--- config.mk ---
export PLATFORM = sky130hd
export DESIGN_NAME = tx_round_robin_arbiter
export DESIGN_NICKNAME = d
export VERILOG_FILES = /design/src/rtl/tx_pkg.sv /design/src/rtl/rr_pick.sv /design/src/rtl/tx_round_robin_arbiter.sv
export SDC_FILE = /design/constraint.sdc
export NUM_CORES = 1
export LEC_CHECK = 0
export ABC_CLOCK_PERIOD_IN_PS = 4000
export CORE_ASPECT_RATIO = 0.75
export CORE_UTILIZATION = 45
export CTS_CLUSTER_SIZE = 16
export DETAILED_ROUTE_END_ITERATION = 12
export PLACE_DENSITY = 0.76
export SLEW_MARGIN = 20
export SYNTH_ARGS = -nofsm -noshare
export SYNTH_HDL_FRONTEND = slang
export SYNTH_SLANG_ARGS = --single-unit
export TNS_END_PERCENT = 100
--- constraint.sdc ---
create_clock -name CLK -period 4 [get_ports CLK]
set_input_delay 0.8 -clock CLK [delete_from_list [all_inputs] [get_ports CLK]]
set_output_delay 0.8 -clock CLK [all_outputs]
set_load 0.005 [all_outputs]
--- src/rtl/tx_pkg.sv ---
// Shared definitions for the serial transmit path: default frame geometry and the
// state encodings used by the arbiter and the frame controllers.
package tx_pkg;

   localparam int unsigned TX_WIDTH = 12;
   localparam int unsigned TX_CNT_W = 4;

   localparam logic [2:0] StIdle  = 3'd0;
   localparam logic [2:0] StArb   = 3'd1;
   localparam logic [2:0] StLoad  = 3'd2;
   localparam logic [2:0] StShift = 3'd3;
   localparam logic [2:0] StDone  = 3'd4;

endpackage

--- src/rtl/rr_pick.sv ---
// Combinational round-robin picker: first set request searching upward from last+1,
// wrapping at N_REQ-1 back to 0.
module rr_pick #(
   parameter int unsigned N_REQ = 4,
   parameter int unsigned SW    = 2
) (
   input  logic [N_REQ-1:0] req,
   input  logic [SW-1:0]    last,
   output logic [N_REQ-1:0] grant,
   output logic [SW-1:0]    idx,
   output logic             any
);

   int unsigned p;
   logic        found;

   always_comb begin
      grant = '0;
      idx   = '0;
      found = 1'b0;
      p     = 0;
      any   = |req;
      for (int unsigned k = 1; k <= N_REQ; k++) begin
         p = 32'(last) + k;
         if (p >= N_REQ) p = p - N_REQ;
         if (!found && req[p]) begin
            found    = 1'b1;
            idx      = p[SW-1:0];
            grant[p] = 1'b1;
         end
      end
   end

endmodule

--- src/rtl/tx_round_robin_arbiter.sv ---
// Round-robin owner of the shared transmit shift register: picks a requester, loads its
// word, shifts WIDTH bits, then strobes TXRDY with an ACK to the grantee.
module tx_round_robin_arbiter
   import tx_pkg::*;
#(
   parameter int unsigned N_REQ = 4,
   parameter int unsigned WIDTH = TX_WIDTH,
   parameter int unsigned CNT_W = TX_CNT_W
) (
   input  logic                   CLK,
   input  logic                   RESET,
   input  logic [N_REQ-1:0]       REQ,
   input  logic [N_REQ*WIDTH-1:0] DATE,
   output logic [N_REQ-1:0]       GNT,
   output logic [N_REQ-1:0]       ACK,
   output logic                   INCARCA,
   output logic                   DEPL,
   output logic [WIDTH-1:0]       DATE_TX,
   output logic                   TXRDY,
   output logic                   BUSY
);

   localparam int unsigned SW = (N_REQ > 1) ? $clog2(N_REQ) : 1;

   logic [2:0]       state_q, state_d;
   logic [CNT_W-1:0] cnt_q, cnt_d;
   logic [SW-1:0]    sel_q, sel_d;
   logic [SW-1:0]    last_q, last_d;
   logic [WIDTH-1:0] data_d, data_sel;
   logic [N_REQ-1:0] sel_oh_q, gnt_d, ack_d;
   logic [N_REQ-1:0] pick_grant;
   logic [SW-1:0]    pick_idx;
   logic             pick_any;

   rr_pick #(
      .N_REQ (N_REQ),
      .SW    (SW)
   ) u_pick (
      .req   (REQ),
      .last  (last_q),
      .grant (pick_grant),
      .idx   (pick_idx),
      .any   (pick_any)
   );

   always_comb begin
      data_sel = '0;
      sel_oh_q = '0;
      for (int i = 0; i < int'(N_REQ); i++) begin
         if (pick_idx == SW'(i)) data_sel = DATE[i*WIDTH +: WIDTH];
         if (sel_q == SW'(i)) sel_oh_q[i] = 1'b1;
      end
   end

   always_comb begin
      state_d = state_q;
      cnt_d   = cnt_q;
      sel_d   = sel_q;
      last_d  = last_q;
      data_d  = DATE_TX;
      case (state_q)
         StIdle: if (|REQ) state_d = StArb;
         StArb: begin
            if (pick_any) begin
               sel_d   = pick_idx;
               data_d  = data_sel;
               state_d = StLoad;
            end else begin
               state_d = StIdle;
            end
         end
         StLoad: begin
            cnt_d   = '0;
            state_d = StShift;
         end
         StShift: begin
            if (cnt_q == CNT_W'(WIDTH - 1)) begin
               cnt_d   = '0;
               state_d = StDone;
            end else begin
               cnt_d = cnt_q + 1'b1;
            end
         end
         StDone: begin
            last_d = sel_q;
            // The grantee's own REQ is still high here; it must not trigger a resend.
            state_d = (|(REQ & ~sel_oh_q)) ? StArb : StIdle;
         end
         default: state_d = StIdle;
      endcase
   end

   // Outputs are registered from the next state so they line up with state_q.
   always_comb begin
      gnt_d = '0;
      ack_d = '0;
      if (state_d == StLoad) gnt_d = pick_grant;
      else if (state_d == StShift || state_d == StDone) gnt_d = sel_oh_q;
      if (state_d == StDone) ack_d = sel_oh_q;
   end

   always_ff @(posedge CLK) begin
      if (!RESET) begin
         state_q <= StIdle;
         cnt_q   <= '0;
         sel_q   <= '0;
         last_q  <= SW'(N_REQ - 1);
         GNT     <= '0;
         ACK     <= '0;
         INCARCA <= 1'b0;
         DEPL    <= 1'b0;
         DATE_TX <= '0;
         TXRDY   <= 1'b0;
         BUSY    <= 1'b0;
      end else begin
         state_q <= state_d;
         cnt_q   <= cnt_d;
         sel_q   <= sel_d;
         last_q  <= last_d;
         GNT     <= gnt_d;
         ACK     <= ack_d;
         INCARCA <= (state_d == StLoad);
         DEPL    <= (state_d == StShift);
         DATE_TX <= data_d;
         TXRDY   <= (state_d == StDone);
         BUSY    <= (state_d != StIdle);
      end
   end

endmodule

; Word-level counts from Yosys, hierarchy flattened
; Cells that the tools add are included.
[word_totals]
ram_bits = 0
mem_count = 0
latch_bits = 0
input_bits = 54
reg_bits = 35
out_inout_bits = 24
mem_bits_ro = 0
[op_classes]
n_mul = 0
bitwise_logic = 5
add_sub_neg = 9
magnitude_cmp = 12
n_reduce_logical = 20
div_mod_pow = 0
mux = 48
eq_ne = 14
shift = 0
[ops]
columns = operator, count
row1 = greater-or-equal comparator 32 x 1 -> 1 bit (second input constant), 4
row2 = greater-or-equal comparator 32 x 3 -> 1 bit (second input constant), 4
row3 = < comparator 32 x 3 -> 1 bit (second input constant), 4
row4 = two-way mux 32 bit, 4
row5 = subtractor 32 x 3 -> 32 bit (second input constant), 4
row6 = two-way mux 12 bit, 4
row7 = two-way mux 4 bit, 7
row8 = two-way mux 1 bit, 16
row9 = one-hot mux 3 bit (5 select lines), 1
row10 = == test 3 x 2 -> 1 bit (second input constant), 4
row11 = bitwise OR 4 bit, 3
row12 = two-way mux 2 bit, 5
row13 = binary-select mux 1 bit (select 2 bit), 4
row14 = demux 1 bit (select 2 bit), 4
row15 = == test 2 bit (second input constant), 4
row16 = one-hot mux 4 bit (2 select lines), 1
row17 = OR reduction 4 bit, 2
row18 = logical AND 1 bit, 7
row19 = adder 2 x 2 -> 3 bit (second input constant), 2
row20 = == test 3 bit (second input constant), 2
row21 = two-way mux 3 bit, 2
row22 = adder 2 x 3 -> 4 bit (second input constant), 1
row23 = adder 4 x 1 -> 4 bit (second input constant), 1
row24 = AND 4 bit, 1
row25 = other kinds (12), 17

; Longest topological paths before layout
; Gate-level depths: netlist of the first run.
[logic_depth]
depth_word = 20
ltp_mapped = 12
depth_no_buf = 8

; Cells and area by module
; From an unflattened synthesis of the first run, not the netlist that was laid out.
[unflattened]
hier_cells = 214
hier_area_um2 = 2087.0
[modules_own_cells]
columns = module, cells_per_inst, n_inst, area_each_um2
row1 = tx_round_robin_arbiter, 171, 1, 1674.1
row2 = rr_pick, 43, 1, 412.9

; Worst setup path after synthesis of the first run
; OpenSTA, ideal clock, no wires.
[synth_timing]
path_kind = reg2reg
startpoint = register last_q[1]
endpoint = register DATE_TX[10]
synth_period_minus_slack_ns = 3.238
setup_slack_ns = 0.762
arrival_ns = 3.112
stages_incl_launch_ff = 12
cell_sequence = dfxtp_1 > clkbuf_1 > inv_1 > ha_1 > clkbuf_1 > mux4_2 > nor2b_2 > o32ai_1 > nor2_1 > clkbuf_1 > a21boi_0 > o221ai_2
[synth_between]
elab_chain_cells = 20
elab_cells_between_ends = 45
classes_between = add/sub: 8 / order compare: 4 / eq/ne: 3 / mux: 23 / reduce/logical: 7
[synth_rtl]
columns = element, line
row1 = from (decl), tx_round_robin_arbiter.sv:28  ; logic [SW-1:0] last_q, last_d;
row2 = from (signal assigned), tx_round_robin_arbiter.sv:107  ; last_q <= SW'(N_REQ - 1);
row3 = from (signal assigned), tx_round_robin_arbiter.sv:119  ; last_q <= last_d;
row4 = adder 2 x 1 -> 3 bit, rr_pick.sv:24  ; p = 32'(last) + k;
row5 = subtractor 32 x 3 -> 32 bit / greater-or-equal comparator 32 x 3 -> 1 bit (equally long branches), rr_pick.sv:25  ; if (p >= N_REQ) p = p - N_REQ;
row6 = two-way mux 32 bit, rr_pick.sv:25
row7 = binary-select mux 1 bit (select 2 bit), rr_pick.sv:26  ; if (!found && req[p]) begin
row8 = two-way mux 1 bit (not written as such), rr_pick.sv:26
row9 = two-way mux 1 bit, rr_pick.sv:26
row10 = zero test 1 bit, rr_pick.sv:26
row11 = logical AND 1 bit, rr_pick.sv:26
row12 = [... 2 more ...], -
row13 = logical AND 1 bit, rr_pick.sv:26
row14 = two-way mux 1 bit, rr_pick.sv:26
row15 = zero test 1 bit, rr_pick.sv:26
row16 = logical AND 1 bit, rr_pick.sv:26
row17 = two-way mux 2 bit (*), rr_pick.sv:26
row18 = zero test 2 bit, tx_round_robin_arbiter.sv:50  ; if (pick_idx == SW'(i)) data_sel = DATE[i*WIDTH +: WIDTH];
row19 = two-way mux 12 bit (3 in series), tx_round_robin_arbiter.sv:50
row20 = two-way mux 12 bit (*), tx_round_robin_arbiter.sv:50
row21 = to (signal assigned), tx_round_robin_arbiter.sv:124  ; DATE_TX <= data_d;
row22 = to (decl), tx_round_robin_arbiter.sv:18  ; output logic [WIDTH-1:0] DATE_TX,
; Every way passes the cells marked *; elsewhere a longest branch is shown, timed or not. The select of a mux whose other input is x is not followed.
; A chain may end at the register's enable or synchronous reset.

; Worst setup path in the final report of the first run
[layout_timing]
startpoint = input port REQ[1]
endpoint = register DATE_TX[6]
[layout_between]
elab_chain_cells = 17
elab_cells_between_ends = 31
classes_between = eq/ne: 3 / mux: 19 / reduce/logical: 9
[layout_rtl]
columns = element, line
row1 = from (decl), tx_round_robin_arbiter.sv:12  ; input logic [N_REQ-1:0] REQ,
row2 = binary-select mux 1 bit (select 2 bit), rr_pick.sv:26
row3 = two-way mux 1 bit (not written as such), rr_pick.sv:26
row4 = two-way mux 1 bit, rr_pick.sv:26
row5 = zero test 1 bit, rr_pick.sv:26
row6 = logical AND 1 bit, rr_pick.sv:26
row7 = two-way mux 1 bit, rr_pick.sv:26
row8 = zero test 1 bit, rr_pick.sv:26
row9 = logical AND 1 bit, rr_pick.sv:26
row10 = two-way mux 1 bit, rr_pick.sv:26
row11 = zero test 1 bit, rr_pick.sv:26
row12 = logical AND 1 bit, rr_pick.sv:26
row13 = two-way mux 2 bit, rr_pick.sv:26
row14 = zero test 2 bit, tx_round_robin_arbiter.sv:50
row15 = two-way mux 12 bit (4 in series), tx_round_robin_arbiter.sv:50
; Parallel ways exist; a longest one is shown, timed or not. The select of a mux whose other input is x is not followed.

==> results of run 1 <==
-- how the worst min path moves through the flow --
stage / start / cells past startpoint / end
final: cnt_q[1]$_SDFFE_PN0P_ / 2 / cnt_q[1]$_SDFFE_PN0P_
after global routing: cnt_q[1]$_SDFFE_PN0P_ / 2 / cnt_q[1]$_SDFFE_PN0P_
after CTS: cnt_q[1]$_SDFFE_PN0P_ / 2 / cnt_q[1]$_SDFFE_PN0P_
after detailed placement: cnt_q[1]$_SDFFE_PN0P_ / 2 / cnt_q[1]$_SDFFE_PN0P_
after global placement: cnt_q[1]$_SDFFE_PN0P_ / 2 / cnt_q[1]$_SDFFE_PN0P_
after floorplan: cnt_q[1]$_SDFFE_PN0P_ / 2 / cnt_q[1]$_SDFFE_PN0P_
-- tightest hold or removal path: stages, from the launching register on --
cell and delay (ns):
sky130_fd_sc_hd__dfxtp_1 0.33, sky130_fd_sc_hd__nand2_1 0.06, sky130_fd_sc_hd__a21oi_1 0.05
-- metrics by stage --
stage,cells,util,area (sq um),power [mW],worst slack (ns)
5_1_grt,391,0.680,3130,1.06,0.426
3_3_place_gp,383,0.650,2990,0.636,0.421
2_1_floorplan,266,-,2230,0.521,0.762
3_5_place_dp,383,0.650,2990,0.639,0.289
4_1_cts,391,0.680,3130,1.02,0.582
6_report,391,0.680,3130,1.01,0.553
-- cells in the final DEF, fill, tap and decap left out, types with 2 or more instances in the layout --
cell type / synthesis / final
sky130_fd_sc_hd__dfxtp_1: 35 / 35
sky130_fd_sc_hd__nand3_1: 8 / 8
sky130_fd_sc_hd__o21ai_0: 19 / 19
sky130_fd_sc_hd__nand2_1: 45 / 45
sky130_fd_sc_hd__nand2b_1: 4 / 4
sky130_fd_sc_hd__and2_1: 2 / 2
sky130_fd_sc_hd__o221ai_1: 10 / 10
sky130_fd_sc_hd__o221ai_2: 2 / 2
sky130_fd_sc_hd__mux2i_1: 17 / 17
sky130_fd_sc_hd__mux4_1: 2 / 2
sky130_fd_sc_hd__inv_1: 8 / 8
sky130_fd_sc_hd__nor3_1: 7 / 7
sky130_fd_sc_hd__bufinv_16: 0 / 2
sky130_fd_sc_hd__clkbuf_8: 0 / 5
sky130_fd_sc_hd__o32ai_1: 2 / 2
sky130_fd_sc_hd__a21oi_1: 10 / 10
sky130_fd_sc_hd__nor2_1: 21 / 21
sky130_fd_sc_hd__a22oi_1: 8 / 8
sky130_fd_sc_hd__a221oi_1: 2 / 2
sky130_fd_sc_hd__mux4_2: 2 / 2
sky130_fd_sc_hd__ha_1: 9 / 9
sky130_fd_sc_hd__a21boi_0: 12 / 12
sky130_fd_sc_hd__clkdlybuf4s50_1: 0 / 77
sky130_fd_sc_hd__buf_4: 1 / 5
sky130_fd_sc_hd__and3_1: 2 / 2
-- cells in the mapped netlist --
master,count
sky130_fd_sc_hd__nand2_4,1
sky130_fd_sc_hd__o21ai_0,19
sky130_fd_sc_hd__nand4_1,1
sky130_fd_sc_hd__o32ai_1,2
sky130_fd_sc_hd__a32oi_1,1
sky130_fd_sc_hd__o31ai_4,1
sky130_fd_sc_hd__nand2_1,45
sky130_fd_sc_hd__mux2i_1,17
sky130_fd_sc_hd__nand3_1,8
sky130_fd_sc_hd__mux4_2,2
sky130_fd_sc_hd__o31ai_1,1
sky130_fd_sc_hd__clkbuf_1,14
sky130_fd_sc_hd__inv_1,8
sky130_fd_sc_hd__o31a_1,1
sky130_fd_sc_hd__nor3_1,7
sky130_fd_sc_hd__nor2b_1,1
sky130_fd_sc_hd__buf_2,3
sky130_fd_sc_hd__nand2b_1,4
sky130_fd_sc_hd__mux4_1,2
sky130_fd_sc_hd__buf_1,1
sky130_fd_sc_hd__ha_1,9
sky130_fd_sc_hd__nor2_1,21
sky130_fd_sc_hd__and2_1,2
sky130_fd_sc_hd__buf_12,1
sky130_fd_sc_hd__and3_1,2
sky130_fd_sc_hd__or4_1,1
sky130_fd_sc_hd__a31oi_1,1
sky130_fd_sc_hd__o21ai_4,1
sky130_fd_sc_hd__a21oi_1,10
sky130_fd_sc_hd__a221oi_1,2
sky130_fd_sc_hd__o221ai_2,2
sky130_fd_sc_hd__o21a_1,1
sky130_fd_sc_hd__dfxtp_1,35
sky130_fd_sc_hd__a22oi_1,8
sky130_fd_sc_hd__buf_4,1
sky130_fd_sc_hd__mux2_2,1
sky130_fd_sc_hd__a21boi_0,12
sky130_fd_sc_hd__o221ai_1,10
sky130_fd_sc_hd__nand2_2,1
sky130_fd_sc_hd__nor2b_2,1
sky130_fd_sc_hd__buf_6,2
sky130_fd_sc_hd__nor4b_4,1
sky130_fd_sc_hd__o211a_1,1
sky130_fd_sc_hd__or4_4,1
-- flip-flops by register name (all words and copies together), names as in the netlist --
register and flops:
INCARCA 1, DATE_TX 12, cnt_q 4, GNT 4
sel_q 2, DEPL 1, state_q 3, last_q 2
BUSY 1, ACK 4, TXRDY 1
-- logic make-up (layout without fill, tap and decap cells) --
logic type	Yosys count	count (layout)
compound gates	73	73
fa+ha+maj	9	9
buf+inv	30	98
flops	35	35
mux	22	22
simple gates	97	97
-- routing by layer --
metal  share of wire  GRT usage  wire length (um)  vias to the layer above
met5               0          0                 0                        -
met4           0.020     0.0927               116                        0
met3           0.080     0.0674               475                       11
met2            0.46      0.367              2730                      103
met1            0.44      0.308              2580                      967
li1                -          -                 -                     1092
-- where the power goes --
group	internal, mW	switching (mW)
sequential	0.373	0.0189
clock	0.249	0.133
combinational	0.130	0.111
total	0.751	0.263
-- final cells by class --
class | instances | area, sq um
fill | 391 | 1470
multi-input combinational | 201 | 1380
timing repair buffer | 82 | 808
sequential | 35 | 701
tap | 57 | 71.3
clock buffer | 5 | 68.8
clock inverter | 3 | 67.6
inverter | 8 | 30.0
==> Flow_metrics.wiki, run 1 <==
{| class="wikitable"
! Metric !! Value
|-
| Worst slew margin relative to its limit || 0.510
|-
| Length of the first detailed-routing pass in iterations || 4
|-
| Pin count of the biggest net entering global routing || 19
|-
| Total number of vias || 2173
|-
| Number of buffers inserted during clock tree synthesis || 5
|-
| Total number of cells along the worst setup path || 7
|-
| Aggregate global-route resource usage || 0.236
|-
| Ratio of cells with drive above 1 in the final layout || 0.0749
|-
| Unrepaired setup endpoints after global routing || no
|-
| Critical path capture point type || flop
|-
| Flip-flop and latch count after synthesis || 35
|-
| Global-route wire length before repair || 9800 um
|-
| Number of unique standard cell types used by synthesis || 44
|-
| Count of buffers from port buffering || between 70 and 80
|-
| Class of the most critical setup path || input port to flop
|-
| Crit path launch type || input port
|-
| Number of warnings printed during yosys synthesis || 0
|-
| Final Max Slew Viols || 0
|-
| Transition time of the tightest slew-check pin || ~0.73 ns
|-
| Net count of the mapped netlist || around 330
|-
| Time the worst path needs with I/O delays and setup || 3.45 ns
|-
| CTS tree || done
|-
| Leakage power figure || roughly 1.3 nW
|-
| Area growth syn-to-layout || 40.1%
|-
| Post-detail-place hpwl || 4430 um
|-
| Vias in the first global route || 2062
|-
| Longest Clk Path Bufs || 2
|-
| # DRC || 0
|-
| Data arrival time of the critical path || about 3.7 ns
|-
| Via density per instance || between 5 and 6
|-
| Register-to-Register Path Depth || 8
|-
| Sequential cell area fraction in the yosys report || 0.314
|-
| Dominant delay contributor by cell family on the critical path || simple AND/OR/NAND/NOR gates
|-
| Gates resized, CTS repair || 0
|-
| Height of the die || ~63 um
|-
| Post-synth top area share || 0.314
|-
| FF-to-FF setup slack || around 0.86 ns
|-
| Clock-pin slew on the worst setup and hold paths || about 0.08 ns
|-
| Outcome || finished clean
|-
| Die Area || around 5200 sq um
|-
| Worst Setup EP || DATE_TX[6]$_SDFFE_PN0P_
|-
| Hold crit path type || flop to flop
|-
| Largest family of logic cells by synthesized area || compound AO/OA/AOI/OAI gates
|-
| GR Overflow Total || 0
|-
| Source-to-sink clock delay at the later pin of the worst-skew pair || around 0.3 ns
|-
| Number of antenna violations at the first check in global routing || 0
|-
| # hold bufs at CTS || 0
|-
| Worst VDD drop || roughly 460 uV
|-
| Final clock skew || just over 0.01 ns
|-
| Number of standard cells after synthesis || around 270
|-
| Post-Syn Area || between 2000 and 2500 sq um
|-
| Clock sink count || 35
|-
| Avg WL per Cell || 15.1 um
|-
| Reg-to-reg startpoint || last_q[1]$_SDFFE_PN1P_
|-
| Max incr delay on CP || about 0.7 ns
|-
| Required time at the worst-slack endpoint || 4.20 ns
|-
| CP bufs+invs || 1
|-
| Largest cells by area after synthesis || sky130_fd_sc_hd__dfxtp_1 (31%), sky130_fd_sc_hd__mux2i_1 (7.6%), sky130_fd_sc_hd__nand2_1 (7.6%)
|-
| Crit-path slowest cell || sky130_fd_sc_hd__mux4_1
|-
| Multiplexer area fraction after synthesis || 0.125
|-
| Average size of a mapped cell || between 8 and 9 sq um
|-
| Power density normalized to cell area || around 320 nW/um^2
|-
| Largest fanout on the critical path || 14
|-
| Floorplan die width || roughly 83 um
|-
| H-tree depth || 2
|-
| Compound-cell area share of the yosys netlist || 0.239
|-
| TNS Setup || 0 ns
|-
| Overall routed net length || slightly below 6000 um
|-
| Basic-gate share of the synthesized area counting and, or, nand and nor cells || 0.203
|-
| Xor/xnor share of the synthesized area || 0
|-
| Peak clock frequency supported by timing || 290 MHz
|-
| Synth Area in Adders || 0.0504
|-
| Nets || between 300 and 400
|-
| Final Hold Slack || approximately 0.5 ns
|-
| Series of cell instances along the critical path || clkdlybuf4s50_1 > mux4_1 > nor4b_4 > nand2_4 > o21ai_4 > nand2_2 > o221ai_1
|-
| Io pins || between 70 and 80
|-
| Count of antenna diodes in the layout || 0
|-
| Beginning of the critical path || REQ[1]
|-
| Hold Vio Cnt, Final || 0
|-
| Weighted congestion reported at the end of routability-driven placement || roughly 0.84
|-
| Routed Antenna Nets || 0
|-
| Post-route fraction of the period consumed by the critical path || 0.862
|-
| Iter 0 DRT Violations || around 190
|-
| Number of cell rows || 21
|-
| MaxCap Viol Count || 0
|-
| Total setup buffers inserted after CTS || 0
|-
| Total setup violations reported at the end of the flow || 0
|-
| End of the worst register-to-register path || DATE_TX[6]$_SDFFE_PN0P_
|-
| Initial Utilization || 0.485
|-
| Biggest area consumer among synthesized cells || sky130_fd_sc_hd__dfxtp_1
|-
| Root cell of the clock tree || sky130_fd_sc_hd__clkbuf_8
|-
| Area of the placeable core || about 4600 sq um
|}
(Power assumes the default switching activity.)
==> run 2, diff against run 1 <==
==> constraint.sdc (replaced) <==
create_clock -name CLK -period 4 [get_ports CLK]
set_input_delay 1 -clock CLK [delete_from_list [all_inputs] [get_ports CLK]]
set_output_delay 1 -clock CLK [all_outputs]
set_load 0.005 [all_outputs]
==> run 2 against run 1 <==
Against the previous run:
- fmax fell by 1.4%
- first-iteration DRC count rose by 32%
- largest cell class unchanged
- count of clock-buffer cells in the layout rose by 1
- non-clock buffer count rose by 1
- wire length fell by 1.5%
- sequential share of layout area rose by 0.32 points
- final area fell by 1.4%
- combinational power barely moved
- global-route usage fell by 0.65 points
- worst setup slack got worse by 0.050 ns
- critical endpoint is now DATE_TX[0]$_SDFFE_PN0P_
- cell count rose by 0.26%
==> Flow_metrics.wiki, run 2 (same netlist as run 1, synthesis figures left out) <==
{| class="wikitable"
! Metric !! Value
|-
| Longest Clk Path Bufs || 2
|-
| CTS tree || done
|-
| Outcome || finished clean
|-
| Ratio of cells with drive above 1 in the final layout || 0.0746
|-
| Hold crit path type || flop to flop
|-
| Number of inserted filler cells in the final layout || ~400
|-
| Global-route wire length before repair || 9680 um
|-
| Required time at the worst-slack endpoint || approximately 4.2 ns
|-
| FF-to-FF setup slack || around 0.92 ns
|-
| Met2 wirelength from detailed routing || between 2000 and 3000 um
|-
| Class of the most critical setup path || input port to flop
|-
| Reg-to-reg startpoint || last_q[1]$_SDFFE_PN1P_
|-
| Crit-path slowest cell || sky130_fd_sc_hd__mux4_1
|-
| Initial Utilization || 0.485
|-
| Worst VDD drop || roughly 220 uV
|-
| Post-route fraction of the period consumed by the critical path || 0.874
|-
| Final Hold Slack || roughly 0.5 ns
|-
| Number of flip-flops in the largest register || 12
|-
| Largest register by flop count || DATE_TX
|-
| Top library cells by usage in the layout, fill and taps aside || sky130_fd_sc_hd__clkdlybuf4s50_1 (77), sky130_fd_sc_hd__nand2_1 (45), sky130_fd_sc_hd__dfxtp_1 (35)
|-
| Worst slew margin relative to its limit || 0.507
|-
| Aggregate global-route resource usage || 0.229
|-
| Post-layout utilization of the core || 0.670
|-
| Overall routed net length || between 5000 and 6000 um
|-
| Floorplan die width || between 80 and 90 um
|-
| Gates resized, CTS repair || 0
|-
| Avg WL per Cell || roughly 15 um
|-
| Unrepaired setup endpoints after global routing || no
|-
| Beginning of the critical path || REQ[2]
|-
| Register cell area after layout || between 700 and 800 sq um
|-
| Count of antenna diodes in the layout || 0
|-
| Series of cell instances along the critical path || clkdlybuf4s50_1 > mux4_1 > nor4b_4 > buf_4 > nand2_4 > o21ai_4 > nand2_2 > o221ai_1
|-
| Length of routed wiring on met1 || around 2600 um
|-
| Number of buffers inserted during clock tree synthesis || 5
|-
| Wire length on met3 || around 460 um
|-
| TNS Setup || 0 ns
|-
| Pin count of the biggest net entering global routing || 19
|-
| Data arrival time of the critical path || around 3.7 ns
|-
| Source-to-sink clock delay at the later pin of the worst-skew pair || a little under 0.3 ns
|-
| Transition time of the tightest slew-check pin || roughly 0.74 ns
|-
| Register-to-Register Path Depth || 8
|-
| Nets || between 300 and 400
|-
| GR Overflow Total || 0
|-
| Worst Min Path Start || cnt_q[1]$_SDFFE_PN0P_
|-
| Vias in the first global route || 2088
|-
| Length of the first detailed-routing pass in iterations || 4
|-
| # DRC || 0
|-
| MaxCap Viol Count || 0
|-
| Clock sink count || 35
|-
| Count of buffers from port buffering || between 70 and 80
|-
| Area of the placeable core || 4600 sq um
|-
| Time the worst path needs with I/O delays and setup || around 3.5 ns
|-
| Iter 0 DRT Violations || approximately 250
|-
| Total number of vias || 2165
|-
| Routed Antenna Nets || 0
|-
| Hold Vio Cnt, Final || 0
|-
| Power density normalized to cell area || about 290 nW/um^2
|-
| Top routing layer in use || met4
|-
| Die Area || ~5200 sq um
|-
| Critical path capture point type || flop
|-
| Post-detail-place hpwl || 4360 um
|-
| Peak clock frequency supported by timing || 286 MHz
|-
| Via density per instance || roughly 5.5
|-
| Crit path launch type || input port
|-
| Number of cell rows || 21
|-
| Final Max Slew Viols || 0
|-
| # hold bufs at CTS || 0
|-
| Total setup buffers inserted after CTS || 0
|-
| Leakage power figure || roughly 1.3 nW
|-
| Power consumption || 0.881 mW
|-
| Hold Path Stages || 2
|-
| Leading cell type in the layout, fill and taps excluded || sky130_fd_sc_hd__clkdlybuf4s50_1
|-
| Largest fanout on the critical path || 14
|-
| Height of the die || between 60 and 70 um
|-
| Final clock skew || approximately 0.0068 ns
|-
| H-tree depth || 2
|-
| Root cell of the clock tree || sky130_fd_sc_hd__clkbuf_8
|-
| Number of antenna violations at the first check in global routing || 0
|-
| Total setup violations reported at the end of the flow || 0
|-
| Footprint of the multi-input gates || approximately 1400 sq um
|-
| Max incr delay on CP || slightly above 0.7 ns
|-
| Weighted congestion reported at the end of routability-driven placement || 0.837
|-
| Io pins || 78
|-
| Area growth syn-to-layout || 38.1%
|-
| Clock-pin slew on the worst setup and hold paths || approximately 0.070 ns
|}
==> run 2: metrics by stage <==
step | cells | area [sq um] | setup slack, ns
after global routing | 392 | 3080 | 0.244
after global placement | 384 | 3000 | 0.289
final | 392 | 3080 | 0.502
after CTS | 392 | 3080 | 0.510
after floorplan | 266 | 2230 | 0.762
after detailed placement | 384 | 3000 | 0.193
==> run 2: layout make-up <==
| type | count | share of cell area |
|---|---|---|
| Multi-Input combinational cell | 201 | 0.448 |
| Timing Repair Buffer | 83 | 0.265 |
| Clock buffer | 6 | 0.0235 |
| Sequential cell | 35 | 0.227 |
| Inverter | 8 | 0.00974 |
| Tap cell | 57 | 0.0231 |
| Clock inverter | 2 | 0.00406 |
==> run 2: final timing paths <==
kind,end
worst max-delay path,DATE_TX[0]$_SDFFE_PN0P_
worst min-delay path,cnt_q[1]$_SDFFE_PN0P_
worst max register to register,DATE_TX[0]$_SDFFE_PN0P_
worst min register to register,cnt_q[1]$_SDFFE_PN0P_
==> run 2: where the power goes <==
| group | switching [mW] | total [mW] | leakage, nW | internal, mW |
|---|---|---|---|---|
| Clock | 0.127 | 0.249 | 0.0412 | 0.122 |
| Combinational | 0.110 | 0.240 | 0.944 | 0.130 |
| Sequential | 0.0191 | 0.392 | 0.285 | 0.373 |
| Total | 0.257 | 0.881 | 1.27 | 0.624 |
==> run 2: layer usage <==
metal / up-vias / track usage
li1: 1087 / -
met1: 985 / 0.286
met2: 87 / 0.377
met3: 6 / 0.0819
met4: 0 / 0.0582
met5: - / 0
==> run 2: worst max-delay path, delay by kind of cell <==
kind / cells / cell delay [ns]
compound gates: 2 / 0.52
mux: 1 / 0.71
simple gates: 3 / 0.70
buf+inv: 2 / 0.76
==> run 3, diff against run 2 <==
CTS_CLUSTER_SIZE = 28   (was 16)
==> results of run 3 <==
Final layout, timing and power as in run 2 (identical DEF).
